===== config.mk =====
export PLATFORM = sky130hd
export DESIGN_NAME = ahb_sram_2k_ctrl
export DESIGN_NICKNAME = d
export VERILOG_FILES = /design/src/rtl/ahb_pkg.sv /design/src/rtl/ahb_byte_merge.sv /design/src/rtl/ahb_sram_2k_ctrl.sv
export SDC_FILE = /design/constraint.sdc
export NUM_CORES = 1
export LEC_CHECK = 0
export CAP_MARGIN = 10
export CORE_MARGIN = 10
export CORE_UTILIZATION = 37
export CTS_CLUSTER_DIAMETER = 120
export DETAILED_ROUTE_END_ITERATION = 8
export GPL_ROUTABILITY_DRIVEN = 0
export GPL_TIMING_DRIVEN = 0
export PLACE_DENSITY = 0.89
export SYNTH_ARGS = -nofsm -noshare
export SYNTH_HDL_FRONTEND = slang
export SYNTH_SLANG_ARGS = --single-unit

===== constraint.sdc =====
create_clock -name clk -period 3.1 [get_ports clk]
set_input_delay 0.62 -clock clk [delete_from_list [all_inputs] [get_ports clk]]
set_output_delay 0.62 -clock clk [all_outputs]
set_load 0.005 [all_outputs]

===== src/rtl/ahb_pkg.sv =====
// Shared AHB-Lite encodings and SRAM controller state encoding.
// Imported by the SRAM controller and the byte merge helper.
package ahb_pkg;

   localparam logic [1:0] HTRANS_IDLE   = 2'b00;
   localparam logic [1:0] HTRANS_BUSY   = 2'b01;
   localparam logic [1:0] HTRANS_NONSEQ = 2'b10;
   localparam logic [1:0] HTRANS_SEQ    = 2'b11;

   localparam logic [2:0] HSIZE_BYTE = 3'd0;
   localparam logic [2:0] HSIZE_HALF = 3'd1;
   localparam logic [2:0] HSIZE_WORD = 3'd2;

   localparam logic HRESP_OKAY = 1'b0;

   typedef enum logic [2:0] {
      ST_IDLE,
      ST_WR,
      ST_RMW_RD,
      ST_RMW_WR,
      ST_FREE
   } state_t;

endpackage


===== src/rtl/ahb_byte_merge.sv =====
// Little-endian lane merge of a new word into an old word.
// Sizes above halfword replace the whole word.
module ahb_byte_merge
   import ahb_pkg::*;
(
   input  logic [31:0] old_word,
   input  logic [31:0] new_word,
   input  logic [2:0]  size,
   input  logic [1:0]  offset,
   output logic [31:0] merged
);

   // Replace only the lanes selected by size and low address bits
   always_comb begin
      merged = old_word;
      case (size)
         HSIZE_BYTE:
            merged[{offset, 3'b000} +: 8] =
               new_word[{offset, 3'b000} +: 8];
         HSIZE_HALF:
            merged[{offset[1], 4'b0000} +: 16] =
               new_word[{offset[1], 4'b0000} +: 16];
         default:
            merged = new_word;
      endcase
   end

endmodule


===== src/rtl/ahb_sram_2k_ctrl.sv =====
// AHB-Lite slave for a single-port 512x32 SRAM.
// Zero-wait reads, word writes, read-modify-write for sub-words.
module ahb_sram_2k_ctrl
   import ahb_pkg::*;
#(
   parameter int ADDR_WIDTH = 9
) (
   input  logic                  clk,
   input  logic                  rstn,
   input  logic                  hsel,
   input  logic [31:0]           haddr,
   input  logic [1:0]            htrans,
   input  logic                  hwrite,
   input  logic [2:0]            hsize,
   input  logic [31:0]           hwdata,
   input  logic                  hready,
   output logic                  hreadyout,
   output logic [31:0]           hrdata,
   output logic                  hresp,
   output logic                  sram_cs,
   output logic                  sram_wen,
   output logic [ADDR_WIDTH-1:0] sram_addr,
   output logic [31:0]           sram_data,
   input  logic [31:0]           sram_q
);

   state_t                state_q, state_d;
   logic                  rd_q, rd_d;
   logic [ADDR_WIDTH-1:0] addr_q, addr_d;
   logic [1:0]            off_q, off_d;
   logic [2:0]            size_q, size_d;

   logic        accept;
   logic        rd_req;
   logic        wr_phase;
   logic [31:0] merged;
   logic        unused_ok;

   assign accept   = hsel & htrans[1] & hready;
   assign rd_req   = hsel & htrans[1] & ~hwrite;
   assign wr_phase = (state_q == ST_WR) | (state_q == ST_RMW_WR);
   assign hresp    = HRESP_OKAY;
   assign hrdata   = rd_q ? sram_q : 32'h0;
   assign unused_ok = ^{haddr[31:ADDR_WIDTH+2], htrans[0]};

   ahb_byte_merge u_merge (
      .old_word (sram_q),
      .new_word (hwdata),
      .size     (size_q),
      .offset   (off_q),
      .merged   (merged)
   );

   // Stall only on the RMW read or a read colliding with a write
   always_comb begin
      hreadyout = 1'b1;
      if (state_q == ST_RMW_RD) begin
         hreadyout = 1'b0;
      end else if (wr_phase && rd_req) begin
         hreadyout = 1'b0;
      end
   end

   // Next state, latched address phase and SRAM port drive
   always_comb begin
      state_d   = ST_IDLE;
      rd_d      = 1'b0;
      addr_d    = addr_q;
      off_d     = off_q;
      size_d    = size_q;
      sram_cs   = 1'b0;
      sram_wen  = 1'b1;
      sram_addr = addr_q;
      sram_data = 32'h0;
      case (state_q)
         ST_WR: begin
            sram_cs   = 1'b1;
            sram_wen  = 1'b0;
            sram_data = hwdata;
         end
         ST_RMW_RD: begin
            sram_cs = 1'b1;
         end
         ST_RMW_WR: begin
            sram_cs   = 1'b1;
            sram_wen  = 1'b0;
            sram_data = merged;
         end
         default: ;
      endcase
      if (state_q == ST_RMW_RD) begin
         state_d = ST_RMW_WR;
      end else if (wr_phase && rd_req) begin
         state_d = ST_FREE;
      end else if (accept) begin
         addr_d = haddr[ADDR_WIDTH+1:2];
         off_d  = haddr[1:0];
         size_d = hsize;
         if (hwrite) begin
            if (hsize == HSIZE_BYTE || hsize == HSIZE_HALF) begin
               state_d = ST_RMW_RD;
            end else begin
               state_d = ST_WR;
            end
         end else begin
            rd_d      = 1'b1;
            sram_cs   = 1'b1;
            sram_addr = haddr[ADDR_WIDTH+1:2];
         end
      end
   end

   // State and data-phase registers
   always_ff @(posedge clk or negedge rstn) begin
      if (!rstn) begin
         state_q <= ST_IDLE;
         rd_q    <= 1'b0;
         addr_q  <= '0;
         off_q   <= 2'b00;
         size_q  <= 3'd0;
      end else begin
         state_q <= state_d;
         rd_q    <= rd_d;
         addr_q  <= addr_d;
         off_q   <= off_d;
         size_q  <= size_d;
      end
   end

endmodule


==> results.md <==
* Max clock buf depth at 2
* Mapped Nets at 436
* Endpoints failing setup at 0
* Die area at 11,400 um2
* DRC errors left at 0
* Dpl ws at -0.641 ns
* Mapped cell area at 2780 um2
* Largest cells by area after synthesis: dfrtp_1 16%, a22oi_1 9.7%, and2_1 9.2%
* H-tree depth at 1
* Slowest-stage cell, CP: or4_4
* Layout cells sized above 1 at 22.7%
* Max incr delay on CP at 0.51 ns
* R2r worst-path depth at 6
* Routed vias/inst at 6.52
* Number of top-level pins at 183
* Hold Path Stages at 1
* Mean area per synthesized cell at 8.56 um2
* Critical Path AT at 2.42 ns
* Post-synth top cells: 41 x and2_1, 36 x a22oi_1, 29 x o221ai_1, 22 x a31oi_1, 20 x mux2_2
* Power density over the cells at 425 nW/um2
* Hold WC Path Type: flop to flop
* Family with the most delay on the worst path: buffers and inverters
* Pin count of the biggest net entering global routing at 19
* Yosys top cell by area: dfrtp_1
* Ys async rst share at 100%
* Leakage at 1.91 nW
* Clock transition at path regs at 0.07 ns
* Critical Path Source Type: flop
* RSZ-0062 raised after global routing: true
* Period utilisation layout at 98.1%
* Area grow syn2layout at 72.3%
* Setup CP Type: flop to output pin
* Drt first pass iters at 5
* Max_cap viols at 0
* TritonCTS Sinks at 18
* Later-pin clock latency in the skew report at 0.25 ns
* Worst-case clock skew at 0.000960 ns
* Die span in y at 107 um
* CP Capture Type: output pin
* Max-slew violations at 0
* Diode count at 0
* Final WL at 14.2 mm
* Synthesized flop and latch total at 18
* Dominant cell by count in the synthesized netlist: and2_1
* Die W at 107 um
* Maximum VDD drop at 0.000377 V
* Post-synth EDFFs at 0
* Nets at 618
* Final core occ at 65.7%
* Sequential share of the synthesized area at 16.2%
* Tightest Pin Transition at 0.797 ns
* First-pass GRT wire length at 21.5 mm
* Slew headroom at 46.7%
* Core area at 7290 um2
* Number of cells on the critical path at 10
* Status: complete, no violations
* Final hold violation count at 0
* Antenna-violating nets left at 0
* Post-route minimum period at 3.04 ns
* Post-DP HPWL at 10.5 mm
* CP Data Required Time at 2.48 ns
* Port Buffers at 159
* Row count at 31
* Most used cell, CP: buf_6
* Synthesized instance count at 325
* Drt wl/cell at 23.5 um
* Fmax at 329 MHz
* Clock root buffer: clkbuf_8
* Total CTS buffers at 3
* Aggregate global-route resource usage at 22.7%
* Ys flop type: dfrtp_1
* Syn. warnings at 0
* Cts hold-fix bufs at 0
* Via count at 3,946
* WP buf/inv at 6
* Fillers at 611
* Initial antenna violation count at 0
* Top-area cell type share of the netlist area at 16.2%
* Vias in the first global route at 4,005
* Crit-path cells: buf_6 > buf_12 > clkinvlp_4 > buf_4 > ha_2 > nand4bb_4 > or4_4 > buf_6 > o221ai_2 > buf_2
* Post-synthesis cell type count at 46
* Number of DRC markers in iteration 0 at 329
* Crit-path max FO at 10
* Final WS setup at 0.0599 ns
* Initial core utilization at 38.1%
* CTS tree: yes
* Final global-route overflow total at 0
## power by group
part           leakage [nW]  switching (mW)  internal (mW)
Clock                0.0288          0.0757          0.113
Combinational          1.66           0.799          0.701
Sequential            0.219          0.0554          0.294
## cells by family (layout without fill, tap and decap cells)
kind of cell | Yosys count | after routing | share of synthesized area [%]
multiplexers | 39 | 39 | 17.2
AND/OR/NAND/NOR | 90 | 91 | 21.5
other | 1 | 1 | 0.135
flip-flops | 18 | 18 | 16.2
AO/OA/AOI/OAI | 136 | 136 | 36.6
buffers and inverters | 36 | 216 | 6.12
adder cells (fa/ha/maj) | 5 | 5 | 2.25
## metrics by stage
step,hold WS (ns),cell area (um2),total power [mW],std cells,TNS [ns]
global placement,0.484,4500,1.62,583,-13.34
finish,0.518,4790,2.04,605,0
global route,0.538,4790,2.15,605,-0.115
floorplan,0.324,2780,1.09,325,0
detailed placement,0.497,4500,1.66,583,-14.89
CTS,0.522,4740,1.94,601,-0.0592
## routing by layer
metal / global-route usage, % / vias to the layer above / wire length (um)
met5: 0 / - / 0
met4: 11.1 / 0 / 796
met3: 8.02 / 95 / 2000
met2: 37.2 / 381 / 6410
met1: 25.8 / 1790 / 4980
li1: - / 1680 / -
## repair_timing
action,4_1_cts,5_1_grt
gates cloned,0,1
pin swaps,7,4
resized for setup,93,25
endpoints found under the setup margin,41,34
buffers inserted,14,4
## final cells by class
type	instances	area [um2]	share of cell area, %
multi-input combinational	272	2330	48.5
timing repair buffer	177	1640	34.1
sequential	18	450	9.40
buffer	30	179	3.73
tap	99	124	2.58
clock buffer	4	55.1	1.15
inverter	5	22.5	0.470
## final timing paths
check                           startpoint      endpoint  slack, ns
worst max-delay path              off_q[0]  sram_data[3]       0.06
max in group asynchronous             rstn      off_q[1]       1.77
worst min-delay path             addr_q[0]     addr_q[0]       0.52
worst min register to register   addr_q[0]     addr_q[0]       0.52
worst max register to register  state_q[0]     addr_q[4]       1.27
min in group asynchronous             rstn     addr_q[4]       0.83
## state kept, by name, summed over array words and instances (netlist names)
name,flops
addr_q,9
off_q,2
rd_q,1
size_q,3
state_q,3
## cell usage in the layout (no fill, tap or decap), types with 7 or more instances in the layout
cell               n
clkdlybuf4s50_1  127
and2_1            41
a22oi_1           36
a31oi_1           22
o221ai_1          22
buf_4             21
mux2_2            20
dfrtp_1           18
dlygate4sd2_1     16
a21boi_0          15
nand2_1           14
clkbuf_1          13
buf_2             13
clkbuf_2          10
mux2_4            10
mux2i_1            8
a2bb2oi_1          8
o221ai_2           7
o2bb2ai_1          7
Note: power is estimated with default switching activity, not from simulation.
